## src/rtl/regfile_access_unit.sv

```systemverilog
// regfile_access_unit
//
// Issue-side front end for the 8x16 register file. It accepts one operand
// request per transaction, reads both sources from the register file (with
// bypass from a same-cycle writeback), and holds them for the execute stage
// on a valid/ready handshake. A per-register pending scoreboard stalls issue
// on RAW/WAW hazards. Writeback traffic is passed straight to the RF write port.
//
// Ports:
//   clk, rst                 clock, synchronous active-high reset
//   IssueValid/IssueReady    request handshake
//   IssueSrc1/2, IssueDst    source/destination register indices
//   IssueDstEn               instruction writes IssueDst
//   ReadReg1/2, ReadData1/2  register file read ports (combinational read)
//   RegWrite/WriteReg/WriteData  register file write port
//   WbValid/WbReg/WbData     writeback input (always accepted)
//   OpValid/OpReady          operand handshake to execute
//   OpA/OpB/OpDst/OpDstEn    operand payload
//   PendingMask              scoreboard, bit i = register i has a write in flight
//
// state | meaning
// ------+---------------------------------------------------------------
// IDLE  | waiting for a hazard-free request
// READ  | RF addressed from latched sources; operands captured this cycle
// HOLD  | OpValid high, payload stable until OpReady
module regfile_access_unit #(
    parameter int DATA_W = 16,
    parameter int ADDR_W = 3
) (
    input  logic                     clk,
    input  logic                     rst,
    input  logic                     IssueValid,
    output logic                     IssueReady,
    input  logic [ADDR_W-1:0]        IssueSrc1,
    input  logic [ADDR_W-1:0]        IssueSrc2,
    input  logic [ADDR_W-1:0]        IssueDst,
    input  logic                     IssueDstEn,
    output logic [ADDR_W-1:0]        ReadReg1,
    output logic [ADDR_W-1:0]        ReadReg2,
    input  logic [DATA_W-1:0]        ReadData1,
    input  logic [DATA_W-1:0]        ReadData2,
    output logic                     RegWrite,
    output logic [ADDR_W-1:0]        WriteReg,
    output logic [DATA_W-1:0]        WriteData,
    input  logic                     WbValid,
    input  logic [ADDR_W-1:0]        WbReg,
    input  logic [DATA_W-1:0]        WbData,
    output logic                     OpValid,
    input  logic                     OpReady,
    output logic [DATA_W-1:0]        OpA,
    output logic [DATA_W-1:0]        OpB,
    output logic [ADDR_W-1:0]        OpDst,
    output logic                     OpDstEn,
    output logic [(2**ADDR_W)-1:0]   PendingMask
);

    localparam int NREG = 2 ** ADDR_W;

    typedef enum logic [1:0] {
        IDLE = 2'd0,
        READ = 2'd1,
        HOLD = 2'd2
    } state_t;

    state_t state, state_nxt;

    logic [ADDR_W-1:0] src1_q, src2_q, dst_q;
    logic              dst_en_q;
    logic [DATA_W-1:0] op_a_q, op_b_q, op_a_nxt, op_b_nxt;
    logic              op_valid_q;
    logic [NREG-1:0]   pending, pending_set, pending_clr;
    logic              hazard, accept, capture, release_op;

    // Hazard looks at the registered scoreboard only, so a clearing
    // writeback makes a stalled request acceptable one cycle later.
    assign hazard     = pending[IssueSrc1] | pending[IssueSrc2]
                      | (IssueDstEn & pending[IssueDst]);
    assign IssueReady = (state == IDLE) & ~hazard & ~rst;
    assign accept     = IssueValid & IssueReady;

    always_ff @(posedge clk) begin
        if (rst) state <= IDLE;
        else     state <= state_nxt;
    end

    always_comb begin
        state_nxt  = state;
        capture    = 1'b0;
        release_op = 1'b0;
        unique case (state)
            IDLE: if (accept) state_nxt = READ;
            READ: begin
                capture   = 1'b1;
                state_nxt = HOLD;
            end
            HOLD: if (OpReady) begin
                release_op = 1'b1;
                state_nxt  = IDLE;
            end
            default: state_nxt = IDLE;
        endcase
    end

    // Set is applied after clear so a same-cycle set/clear leaves the bit set.
    always_comb begin
        pending_set = '0;
        pending_clr = '0;
        if (accept && IssueDstEn) pending_set[IssueDst] = 1'b1;
        if (WbValid)              pending_clr[WbReg]    = 1'b1;
    end

    always_ff @(posedge clk) begin
        if (rst) pending <= '0;
        else     pending <= (pending & ~pending_clr) | pending_set;
    end

    // Same-cycle writeback bypasses the RF, which still holds the old value.
    always_comb begin
        op_a_nxt = (WbValid && (WbReg == src1_q)) ? WbData : ReadData1;
        op_b_nxt = (WbValid && (WbReg == src2_q)) ? WbData : ReadData2;
    end

    always_ff @(posedge clk) begin
        if (rst) begin
            src1_q     <= '0;
            src2_q     <= '0;
            dst_q      <= '0;
            dst_en_q   <= 1'b0;
            op_a_q     <= '0;
            op_b_q     <= '0;
            op_valid_q <= 1'b0;
        end else begin
            if (accept) begin
                src1_q   <= IssueSrc1;
                src2_q   <= IssueSrc2;
                dst_q    <= IssueDst;
                dst_en_q <= IssueDstEn;
            end
            if (capture) begin
                op_a_q     <= op_a_nxt;
                op_b_q     <= op_b_nxt;
                op_valid_q <= 1'b1;
            end else if (release_op) begin
                op_valid_q <= 1'b0;
            end
        end
    end

    assign ReadReg1    = src1_q;
    assign ReadReg2    = src2_q;
    assign OpA         = op_a_q;
    assign OpB         = op_b_q;
    assign OpDst       = dst_q;
    assign OpDstEn     = dst_en_q;
    assign OpValid     = op_valid_q;
    assign PendingMask = pending;

    assign RegWrite  = WbValid & ~rst;
    assign WriteReg  = WbReg;
    assign WriteData = WbData;

endmodule

```

## config.mk

```make
export PLATFORM = sky130hd
export DESIGN_NAME = regfile_access_unit
export DESIGN_NICKNAME = d
export VERILOG_FILES = /design/src/rtl/regfile_access_unit.sv
export SDC_FILE = /design/constraint.sdc
export NUM_CORES = 1
export LEC_CHECK = 0
export ABC_AREA = 1
export BUFFER_PORTS_ARGS = -buffer_cell sky130_fd_sc_hd__buf_2
export CORE_ASPECT_RATIO = 0.5
export CORE_MARGIN = 4
export CORE_UTILIZATION = 47
export CTS_CLUSTER_DIAMETER = 60
export DETAILED_ROUTE_END_ITERATION = 10
export GPL_ROUTABILITY_DRIVEN = 0
export PLACE_DENSITY = 0.77
export SKIP_CTS_REPAIR_TIMING = 1
export SLEW_MARGIN = 10
export SYNTH_ARGS = -nofsm -noshare
export SYNTH_HDL_FRONTEND = slang
export SYNTH_SLANG_ARGS = --single-unit
```

## constraint.sdc

```tcl
create_clock -name clk -period 1.75 [get_ports clk]
set_clock_uncertainty 0.1 [all_clocks]
set_input_delay 0.35 -clock clk [delete_from_list [all_inputs] [get_ports clk]]
set_output_delay 0.35 -clock clk [all_outputs]
set_load 0.01 [all_outputs]
```

==> load_flow_metrics.sql <==
INSERT INTO impl_metrics (metric_group, metric, value, unit) VALUES
('critical_path', 'cp_data_arrival_time', '1.38', 'ns'),
('critical_path', 'timing_worst_setup_path_type', 'reg2out', ''),
('power', 'power_density', '753', 'nW/um^2'),
('place', 'pre_cts_ws', '-0.00834', 'ns'),
('synthesis', 'synth_enable_flop_cells', '0', ''),
('synthesis', 'synth.largest_area_cell', 'sky130_fd_sc_hd__dfxtp_1', ''),
('run_status', 'failed_checks', 'setup timing', ''),
('route', 'routed_via_count_divided_by_cell_count', '4.86', ''),
('route', 'drt_wl_total', '8260', 'um'),
('sta', 'finalCritPeriodShare', '104', '%'),
('grt', 'number_of_antenna_violations_at_the_first_check_in_global_routing', '0', ''),
('grt', 'grt_max_degree', '66', ''),
('clock_tree', 'max_clock_buf_depth', '2', ''),
('route', 'dr.pass1.iters', '6', ''),
('synthesis', 'synth_unique_cells', '31', ''),
('sta', 'report.final.slew_viol_count', '0', ''),
('floorplanning', 'rows', '19', ''),
('synthesis', 'post_synthesis_net_count', '491', ''),
('sta', 'timing.fmax', '548', 'MHz'),
('grt', 'grt_first_pass_wirelength', '13600', 'um'),
('sta', 'final_period_minus_worst_setup_slack', '1.83', 'ns'),
('clock_tree', 'insertion_delay', '0.28', 'ns'),
('run_status', 'run_status', 'finished with violations', ''),
('synthesis', 'mappedNetlistArea', '2910', 'um^2'),
('sta', 'grt_setup_unrepaired', 'true', ''),
('synthesis', 'async_reset_ff_share', '0', '%'),
('power', 'vdd_drop_max', '0.482', 'mV'),
('synthesis', 'yosys_warnings', '0', ''),
('critical_path', 'worst_ep_required_time', '1.30', 'ns'),
('clock_tree', 'clk_root_buffer_cell', 'sky130_fd_sc_hd__clkbuf_16', ''),
('sta', 'final-hold-violation-count', '0', ''),
('grt', 'grt_pass1_vias', '2859', ''),
('cells_and_area', 'utilization_after_layout', '66.0', '%'),
('sta', 'tns', '-0.0757', 'ns'),
('grt', 'grt_util_all_layers', '21.7', '%'),
('floorplanning', 'fp.coreArea', '5730', 'um^2'),
('route', 'detail-route-antenna-nets', '0', ''),
('job', 'max_cap_violations', '0', ''),
('synthesis', 'yosys.cell_count.top_type', 'sky130_fd_sc_hd__nand2_1', ''),
('critical_path', 'crit_path_max_fanout', '5', ''),
('floorplanning', 'fp.dieH', '63.7', 'um'),
('route', 'remaining_drc_errors', '0', ''),
('floorplanning', 'dieWidth', '119', 'um'),
('cells_and_area', 'final_antenna_diode_count', '0', ''),
('synthesis', 'synthesized_netlist_cell_count', '425', ''),
('cells_and_area', 'finish.net_count', '613', ''),
('sta', 'setup_violation_total_in_the_final_timing_report', '1', ''),
('synthesis', 'synth_top_cell_area_share', '36.4', '%'),
('clock_tree', 'cts.sink_count', '53', ''),
('sta', 'max_slew.worst_pin.slew', '0.343', 'ns'),
('synthesis', 'synth-seq-cells', '53', ''),
('critical_path', 'timing.critical_path.from_type', 'flip-flop', ''),
('clock_tree', 'cts_tree', 'yes', ''),
('cells_and_area', 'final_layout_size_suffix_gt1_share', '35.1', '%'),
('place', 'post-dp-hpwl', '6240', 'um'),
('sta', 'slew_headroom', '77.1', '%'),
('clock_tree', 'clk_transition_reported_paths', '0.06', 'ns'),
('cells_and_area', 'seqCellArea', '1080', 'um^2'),
('synthesis', 'most_frequent_cells_after_synthesis', 'sky130_fd_sc_hd__nand2_1, sky130_fd_sc_hd__dfxtp_1, sky130_fd_sc_hd__nand3_1', ''),
('synthesis', 'netlist_top_cells_area', 'sky130_fd_sc_hd__dfxtp_1, sky130_fd_sc_hd__nand2_1, sky130_fd_sc_hd__nand3_1', ''),
('synthesis', 'post_synth.cell_area_avg', '6.85', 'um^2'),
('route', 'first_iter_violations', '176', ''),
('hold_path', 'worst_hold_path_type', 'in2reg', ''),
('floorplanning', 'initial_utilization', '50.8', '%'),
('synthesis', 'ys.flop_type', 'sky130_fd_sc_hd__dfxtp_1', ''),
('cells_and_area', 'multi_input_area', '1380', 'um^2'),
('critical_path', 'crit_end_element', 'output port', ''),
('grt', 'grt-ovfl-total', '0', ''),
('place', 'port_buffers', '137', ''),
('clock_tree', 'cts_made_buffers', '5', ''),
('floorplanning', 'die-area', '7590', 'um^2'),
('synthesis', 'synth_seq_area_share', '36.4', '%'),
('route', 'routed_wire_length_per_instance', '13.1', 'um'),
('cells_and_area', 'final.fill_count', '569', ''),
('cells_and_area', 'layout_stage_area_growth_over_the_synthesis_result', '29.9', '%'),
('power', 'leakage_power', '2.05', 'nW'),
('sta', 'final_critical_path_setup_slack', '-0.0757', 'ns'),
('route', 'count_of_vias_placed_by_the_detailed_router', '3064', ''),
('clock_tree', 'ctsHtreeMaxLevel', '2', ''),
('floorplanning', 'boundaryPins', '138', '');
## power breakdown
group / internal [mW] / leakage (nW) / total [mW] / switching [mW]
logic: 0.244 / 1.54 / 0.581 / 0.336
registers: 1.27 / 0.437 / 1.31 / 0.0378
clock network: 0.562 / 0.0700 / 0.959 / 0.397
## state kept, by name, indices dropped and copies added (netlist names)
signal,flops
OpA,16
OpB,16
PendingMask,8
OpDst,3
ReadReg1,3
ReadReg2,3
state,2
OpDstEn,1
OpValid,1
## metrics by stage
step,std cells,hold WS (ns),power (mW),instance area (um^2)
final,631,0.258,2.85,3780
after floorplan,425,0.383,1.68,2910
after detailed placement,623,0.356,1.92,3590
after global placement,623,0.354,1.91,3590
after global routing,631,0.272,3.01,3780
after CTS,630,0.252,2.87,3740
## layout make-up
cell class,count,area share [%]
multi-input cells,275,36.4
flip-flops and latches,53,28.6
repair buffers,155,22.5
inverters,57,5.89
clock buffers,7,3.77
well taps,84,2.78
## kinds of logic (layout without fill, tap and decap cells)
group / count (synthesis) / in the layout / synth area share (%)
flops: 53 / 53 / 36.4
xor+xnor: 3 / 3 / 0.903
compound gates: 60 / 60 / 14.0
simple gates: 212 / 212 / 31.9
buf+inv: 97 / 219 / 16.8
## per-layer routing
layer  up-vias  global-route usage, %  share of wire (%)
met4         0                   3.85               0.57
met5         -                      0                  0
li1       1590                      -                  -
met2       123                   37.9                 48
met3         9                   4.65                7.4
met1      1342                   28.1                 44
## layout by cell type, fill, tap and decap left out, drive strengths merged
| cell type | Yosys | layout |
|---|---|---|
| nand3 | 53 | 53 |
| a21boi | 5 | 5 |
| nand4 | 1 | 1 |
| nand2 | 122 | 122 |
| clkinv | 3 | 2 |
| o211ai | 32 | 32 |
| nor3 | 1 | 1 |
| a31oi | 2 | 2 |
| dfxtp | 53 | 53 |
| nor2 | 33 | 33 |
| o21ai | 5 | 5 |
| xor2 | 3 | 3 |
| a211oi | 1 | 1 |
| clkbuf | 8 | 7 |
| inv | 54 | 55 |
| a21oi | 15 | 15 |
| nand3b | 2 | 2 |
| buf | 32 | 155 |
## critical path, stage by stage, from the launching register on
cell                      delay (ns)
sky130_fd_sc_hd__dfxtp_4        0.36
sky130_fd_sc_hd__nand2_1        0.08
sky130_fd_sc_hd__nand3_1        0.07
sky130_fd_sc_hd__nand3_1        0.09
sky130_fd_sc_hd__nand3_2        0.10
sky130_fd_sc_hd__nor2_4         0.17
sky130_fd_sc_hd__nand2_2        0.08
sky130_fd_sc_hd__inv_2          0.05
sky130_fd_sc_hd__buf_6          0.09
## path summary, 6_finish.rpt
| path | cells past startpoint | from | slack (ns) | end |
|---|---|---|---|---|
| worst max register to register | 10 | PendingMask[5] | 0.15 | PendingMask[0] |
| worst min-delay path | 3 | OpReady | 0.26 | state[1] |
| worst max-delay path | 8 | PendingMask[5] | -0.08 | IssueReady |
| worst min register to register | 2 | OpValid | 0.36 | OpValid |
No activity file was read; power rests on OpenSTA's default activity.
